==> src/rtl/stream_in_node.sv <==
// Input-stream source: clamps host words to +/-999 and queues them in a circular FIFO
// behind a registered output stage that feeds the neighbouring node's up input.
module stream_in_node #(
   parameter int DEPTH  = 39,
   parameter int ADDR_W = 6
) (
   input  logic              clk,
   input  logic              reset,
   input  logic              wr_en,
   input  logic [15:0]       wr_data,
   output logic              full,
   output logic              overflow,
   output logic [ADDR_W:0]   count,
   output logic [10:0]       down_out_data,
   output logic              down_out_ready,
   input  logic              down_in_read
);

   localparam int                 FIFO_N   = DEPTH - 1;
   localparam logic [ADDR_W:0]    DEPTH_C  = (ADDR_W + 1)'(DEPTH);
   localparam logic [ADDR_W-1:0]  PTR_LAST = ADDR_W'(DEPTH - 2);
   localparam logic signed [15:0] MAX_V    = 16'sd999;
   localparam logic signed [15:0] MIN_V    = -16'sd999;

   logic [10:0]       mem [FIFO_N];
   logic [ADDR_W-1:0] wr_ptr;
   logic [ADDR_W-1:0] rd_ptr;
   logic [ADDR_W-1:0] fifo_cnt;
   logic [10:0]       clamped;
   logic              consume;
   logic              accept;
   logic              stage_free;
   logic              fifo_empty;
   logic              load_fifo;
   logic              load_bypass;
   logic              fifo_push;
   logic              fifo_pop;

   function automatic logic [ADDR_W-1:0] next_ptr(input logic [ADDR_W-1:0] p);
      return (p == PTR_LAST) ? '0 : p + 1'b1;
   endfunction

   always_comb begin
      clamped = wr_data[10:0];
      if ($signed(wr_data) > MAX_V)
         clamped = MAX_V[10:0];
      else if ($signed(wr_data) < MIN_V)
         clamped = MIN_V[10:0];
   end

   assign count       = {1'b0, fifo_cnt} + {{ADDR_W{1'b0}}, down_out_ready};
   assign full        = (count == DEPTH_C);
   assign consume     = down_in_read & down_out_ready;
   assign accept      = wr_en & ((count < DEPTH_C) | consume);
   assign stage_free  = ~down_out_ready | consume;
   assign fifo_empty  = (fifo_cnt == '0);
   assign load_fifo   = stage_free & ~fifo_empty;
   // Bypass only when nothing is queued, so ordering is preserved.
   assign load_bypass = stage_free & fifo_empty & accept;
   assign fifo_push   = accept & ~load_bypass;
   assign fifo_pop    = load_fifo;

   always_ff @(posedge clk) begin
      if (fifo_push)
         mem[wr_ptr] <= clamped;
   end

   always_ff @(posedge clk or posedge reset) begin
      if (reset) begin
         wr_ptr         <= '0;
         rd_ptr         <= '0;
         fifo_cnt       <= '0;
         down_out_data  <= '0;
         down_out_ready <= 1'b0;
         overflow       <= 1'b0;
      end else begin
         if (fifo_push)
            wr_ptr <= next_ptr(wr_ptr);
         if (fifo_pop)
            rd_ptr <= next_ptr(rd_ptr);
         case ({fifo_push, fifo_pop})
            2'b10:   fifo_cnt <= fifo_cnt + 1'b1;
            2'b01:   fifo_cnt <= fifo_cnt - 1'b1;
            default: fifo_cnt <= fifo_cnt;
         endcase
         // At full with a simultaneous push and pop, rd_ptr == wr_ptr and the
         // head is read before the slot is overwritten on the same edge.
         if (load_fifo) begin
            down_out_data  <= mem[rd_ptr];
            down_out_ready <= 1'b1;
         end else if (load_bypass) begin
            down_out_data  <= clamped;
            down_out_ready <= 1'b1;
         end else if (consume) begin
            down_out_ready <= 1'b0;
         end
         if (wr_en & ~accept)
            overflow <= 1'b1;
      end
   end

endmodule

==> config.mk <==
export PLATFORM = sky130hd
export DESIGN_NAME = stream_in_node
export DESIGN_NICKNAME = d
export VERILOG_FILES = /design/src/rtl/stream_in_node.sv
export SDC_FILE = /design/constraint.sdc
export NUM_CORES = 1
export LEC_CHECK = 0
export CAP_MARGIN = 0
export CORE_MARGIN = 4
export CORE_UTILIZATION = 50
export CTS_CLUSTER_DIAMETER = 120
export CTS_CLUSTER_SIZE = 8
export DETAILED_ROUTE_END_ITERATION = 8
export HOLD_SLACK_MARGIN = 0.1
export PLACE_DENSITY = 0.72
export SLEW_MARGIN = 20
export SYNTH_ARGS = -nofsm -noshare
export SYNTH_HDL_FRONTEND = slang
export SYNTH_SLANG_ARGS = --single-unit
==> constraint.sdc <==
create_clock -name clk -period 3.6 [get_ports clk]
set_input_delay 0.72 -clock clk [delete_from_list [all_inputs] [get_ports clk]]
set_output_delay 0.72 -clock clk [all_outputs]
set_load 0.01 [all_outputs]
==> results of run 1 <==
## metrics by stage
| step | instances | setup WS, ns | power, mW | util (%) | hold WS [ns] |
|---|---|---|---|---|---|
| 6_report | 1647 | 0.261 | 16.7 | 59.6 | 0.480 |
| 5_1_grt | 1647 | 0.0955 | 17.3 | 59.6 | 0.516 |
| 4_1_cts | 1647 | 0.241 | 16.8 | 59.6 | 0.482 |
| 3_5_place_dp | 1550 | 0.234 | 11.2 | 54.4 | 0.465 |
| 3_3_place_gp | 1550 | 0.297 | 11.2 | 54.4 | 0.468 |
| 2_1_floorplan | 1025 | 0.165 | 9.54 | - | 0.494 |
## critical path, delay by kind of cell (launching register included)
family | cells | cell delay (ns)
and+or+nand+nor | 4 | 0.73
adders and majority gates | 1 | 0.34
buffers and inverters | 1 | 0.53
DFF | 1 | 0.46
## per-layer routing
layer	wire length [um]	global-route usage, %	up-vias
met2	19900	32.5	483
met1	17500	30.9	5222
met4	1370	7.95	2
li1	-	-	4397
met3	4120	5.94	93
met5	13	0	-
## kinds of logic after synthesis
group	count (synthesis)
flops	449
simple gates	196
mux	143
compound gates	134
buf+inv	77
xor+xnor	17
fa+ha+maj	9
## path summary, 6_finish.rpt
check | from | endpoint | slack (ns) | cells after the start
worst max-delay path | fifo_cnt[0] | full | 0.26 | 6
worst min-delay path | overflow | overflow | 0.48 | 1
worst max register to register | fifo_cnt[0] | fifo_cnt[5] | 0.37 | 11
worst min register to register | overflow | overflow | 0.48 | 1
max in group asynchronous | reset | wr_ptr[2] | 2.20 | 3
min in group asynchronous | reset | down_out_data[8] | 0.69 | 2
## final cells by class
type | instances | area, sq um
Fill cell | 2569 | 14700
Sequential cell | 449 | 13300
Multi-Input combinational cell | 499 | 4810
Clock buffer | 91 | 1790
Timing Repair Buffer | 120 | 1050
Tap cell | 468 | 586
Clock inverter | 6 | 75.1
Inverter | 14 | 52.6
## cells in the final DEF (no fill, tap or decap), drive strengths merged, types with 24 or more instances in the layout
cell and n:
mux2 32, mux2i 33, mux4 78, buf 80, edfxtp 418, clkbuf 91, nor3 24, nand2 49
clkdlybuf4s50 40, nor2 31, dfrtp 31
## power by group
group	total (mW)	switching (mW)	internal, mW
clock	5.54	2.11	3.43
sequential	6.64	0.523	6.12
combinational	4.52	2.56	1.95
total	16.7	5.20	11.5
## state kept, by name, indices dropped and copies added, names as in the netlist
register,count
down_out_ready,1
mem,418
rd_ptr,6
down_out_data,11
fifo_cnt,6
overflow,1
wr_ptr,6
==> flow_summary.json, run 1 <==
{
  "grtUsageTotal_pct": 21.6,
  "critPathArrivalTime_ns": 2.62,
  "clock_sinks": 449,
  "core_area_sq_um": 36400,
  "status": "finished, final reports clean",
  "crit_type": "register to primary output",
  "grt_first_pass_wirelength_mm": 64.1,
  "gr-total-overflow": 0,
  "initial_core_util_pct": 50.5,
  "clk_latency_ns": 0.56,
  "synth.area.top_cells": "edfxtp_1 (68%), mux4_2 (9.5%), dfrtp_1 (4.2%), mux2_2 (1.9%), mux2i_1 (1.8%)",
  "async_reset_ff_share_pct": 6.90,
  "clkTransAtPathRegs_ns": 0.06,
  "synth_top_area_share_pct": 68.2,
  "dp_hpwl_mm": 26.3,
  "grt_pass1_vias": 10193,
  "startpoint_type": "register",
  "fin_nets": 1179,
  "num_vias": 10197,
  "final_area_sq_um": 21700,
  "finalSetupViolations": 0,
  "synth_largest_area_cell": "edfxtp_1",
  "critPathCaptureType": "primary output",
  "synth_ff_type": "edfxtp_1",
  "cts_resized": 0,
  "synth_cell_types": 66,
  "drc": 0,
  "max_stage_delay_ns": 0.53,
  "synth_compound_area_share_pct": 5.21,
  "post-synth-top-count-cell": "edfxtp_1",
  "gp_congestion": 0.837,
  "drt_iter0_drc": 1213,
  "fin_skew_ns": 0.0181,
  "syn_inst": 1025,
  "ys_ff_latch": 449,
  "synthesis.nets": 1054,
  "rows": 70,
  "hold_buffers": 0,
  "post_cts_buffers": 0,
  "antenna_found_initial": 2,
  "maxSlewViolCount": 0,
  "portBuffers": 40,
  "crit_fanout": 6,
  "yosys.area_share.simple_pct": 5.42,
  "synthAdderAreaFrac_pct": 0.612,
  "ant_nets": 0,
  "drive_gt1_share_pct": 25.5,
  "synth_top_family_by_area": "multiplexers",
  "die_h_um": 200,
  "setup_tns_ns": 0,
  "syn_area_per_cell_sq_um": 18.0,
  "seq_area_frac_synth_pct": 72.4,
  "fmax_mhz": 300,
  "fin_crit_ns": 3.34,
  "synthMuxAreaShare_pct": 13.3,
  "ir_drop_mv": 0.315,
  "synth_xor_area_share_pct": 0.809,
  "drt-pass1-iter-count": 5,
  "leakage_nw": 7.18,
  "place_area_sq_um": 19800,
  "die_x_um": 200,
  "htreeDepth": 3,
  "drv_cap": 0,
  "crit_path_frequent_cell": "nand2_1",
  "post_drt_wl_per_cell_um": 26.1,
  "ys_top_cells_by_count": "edfxtp_1 (418), mux4_2 (78), nand2_1 (49)",
  "cp_cell_sequence": "ha_1, nand2_1, or3_1, nand2_1, and3b_1, clkdlybuf4s50_1",
  "num_antenna_cells": 0,
  "hold_class": "register to register",
  "grt_max_degree": 42,
  "rsz0062_at_grt": "no",
  "worst_pin_slew_ns": 0.983,
  "yosys_warnings": 0,
  "die-area_sq_um": 39900,
  "wl_mm": 42.9,
  "syn-cell-area_sq_um": 18400,
  "boundaryPins": 41,
  "finalHoldViolations": 0,
  "root_buffer": "clkbuf_16",
  "fin_crit_sh_pct": 92.7,
  "maxSlewHeadroom_pct": 34.5,
  "viasPerCell": 6.19,
  "synth_edf_count": 418,
  "required_ns": 2.88,
  "slowest_stage": "clkdlybuf4s50_1",
  "cts_made_buffers": 66,
  "clock_path_buffers": 3,
  "syn_to_final_growth_pct": 17.9,
  "cts_tree": "yes",
  "p_per_area_nw_per_um2": 769
}
Power figures use the tool's default switching activity.
==> run 2, diff against run 1 <==
--- a/config.mk
+++ b/config.mk
@@ -5,9 +5,10 @@
 export SDC_FILE = /design/constraint.sdc
 export NUM_CORES = 1
 export LEC_CHECK = 0
-export CAP_MARGIN = 0
+export CAP_MARGIN = 5
 export CORE_MARGIN = 4
 export CORE_UTILIZATION = 50
+export CTS_BUF_LIST = sky130_fd_sc_hd__clkbuf_8
 export CTS_CLUSTER_DIAMETER = 120
 export CTS_CLUSTER_SIZE = 8
 export DETAILED_ROUTE_END_ITERATION = 8
==> run 2 against run 1 <==
Worst setup slack worse by 0.029 ns. Clock-buffer cell count down 23. Final area down 3.6%.
==> flow_summary.json, run 2 (synthesized netlist as in run 1, its figures left out) <==
{
  "status": "finished, final reports clean",
  "multi_input_area_sq_um": 4810,
  "crit_path_frequent_cell": "nand2_1",
  "critPathBufInv": 1,
  "slowest_stage": "clkdlybuf4s50_1",
  "fin_crit_sh_pct": 93.5,
  "cts_made_buffers": 66,
  "grtUsageTotal_pct": 21.1,
  "die-area_sq_um": 39900,
  "grt_pass1_vias": 9969,
  "whs_ns": 0.487,
  "root_buffer": "clkbuf_8",
  "final_area_sq_um": 20900,
  "drv_cap": 0,
  "cts_tree": "yes",
  "initial_core_util_pct": 50.5,
  "fin_nets": 1179,
  "die_h_um": 200,
  "ant_nets": 0,
  "antenna_found_initial": 2,
  "final_common_cell": "edfxtp_1",
  "wl_mm": 41.9,
  "crit_fanout": 6,
  "dp_hpwl_mm": 26.3,
  "num_vias": 10080,
  "clock_sinks": 449,
  "finalSetupViolations": 0,
  "grt_first_pass_wirelength_mm": 62.5,
  "reg.largest.list": "mem: 418 flops, down_out_data: 11 flops",
  "portBuffers": 40,
  "finalHoldViolations": 0,
  "cp_cell_sequence": "ha_1, nand2_1, or3_1, nand2_1, and3b_1, clkdlybuf4s50_1",
  "seqCellArea_sq_um": 13300,
  "setup_tns_ns": 0,
  "critPathCaptureType": "primary output",
  "largest_register_ff_count": 418,
  "critPathArrivalTime_ns": 2.65,
  "required_ns": 2.88,
  "hold_buffers": 0,
  "core_area_sq_um": 36400,
  "rsz0062_at_grt": "no",
  "rows": 70,
  "drt_iter0_drc": 1150,
  "num_antenna_cells": 0,
  "fmax_mhz": 297,
  "drt-pass1-iter-count": 6,
  "maxSlewHeadroom_pct": 34.7,
  "max_stage_delay_ns": 0.53,
  "maxSlewViolCount": 0,
  "hold_class": "register to register",
  "gr-total-overflow": 0,
  "post_drt_wl_per_cell_um": 25.4,
  "ir_drop_mv": 0.331,
  "crit_type": "register to primary output",
  "cts_resized": 0,
  "drc": 0,
  "regMostFlops": "mem",
  "fin_skew_ns": 0.0215,
  "post_cts_buffers": 0,
  "finalPower_mw": 14.7,
  "die_x_um": 200,
  "fin_crit_ns": 3.37,
  "p_per_area_nw_per_um2": 702,
  "syn_to_final_growth_pct": 13.6,
  "boundaryPins": 41,
  "place_area_sq_um": 19800,
  "clock_path_buffers": 3,
  "startpoint_type": "register",
  "drive_gt1_share_pct": 25.5,
  "worst_pin_slew_ns": 0.979,
  "fillers": 2680,
  "grt_max_degree": 42,
  "crit_family": "simple AND/OR/NAND/NOR gates",
  "leakage_nw": 6.91,
  "htreeDepth": 3,
  "gp_congestion": 0.837,
  "viasPerCell": 6.12,
  "clkTransAtPathRegs_ns": 0.08,
  "final_cell_mix": "edfxtp_1 (418), mux4_2 (78), buf_4 (76)",
  "clk_latency_ns": 0.58
}
==> run 2: routing by layer <==
metal	part of all wire, %	wire length (um)	GRT usage, %	vias up
met4	2.7	1150	7.14	2
met1	41	17400	30.8	5124
li1	-	-	-	4398
met3	9.4	3930	5.30	70
met5	0.033	14	0	-
met2	46	19400	31.6	486
==> run 2: power breakdown <==
group          total (mW)  internal [mW]  switching (mW)
registers            6.63           6.11           0.520
logic                4.50           1.95            2.54
clock network        3.55           1.73            1.82
==> run 2: area by class of cell <==
| type | instances | area share [%] |
|---|---|---|
| Sequential cell | 449 | 63.8 |
| Multi-Input combinational cell | 499 | 23.0 |
| Timing Repair Buffer | 120 | 5.03 |
| Clock buffer | 68 | 4.48 |
| Tap cell | 468 | 2.80 |
| Clock inverter | 29 | 0.652 |
| Inverter | 14 | 0.251 |
==> run 2: final timing paths <==
| path | to | slack (ns) | start | depth (start not counted) |
|---|---|---|---|---|
| setup / recovery | full | 0.23 | fifo_cnt[0] | 6 |
| hold / removal | overflow | 0.49 | overflow | 1 |
| setup reg to reg | fifo_cnt[5] | 0.35 | fifo_cnt[0] | 11 |
| hold reg to reg | overflow | 0.49 | overflow | 1 |
| max in group asynchronous | fifo_cnt[4] | 2.23 | reset | 3 |
| min in group asynchronous | wr_ptr[1] | 0.66 | reset | 2 |
==> run 2: metrics by stage <==
step | setup WS, ns | util [%] | std cells
after floorplan | 0.165 | - | 1025
after global placement | 0.297 | 54.4 | 1550
after detailed placement | 0.234 | 54.4 | 1550
after CTS | 0.193 | 57.4 | 1647
after global routing | 0.0472 | 57.4 | 1647
final | 0.233 | 57.4 | 1647
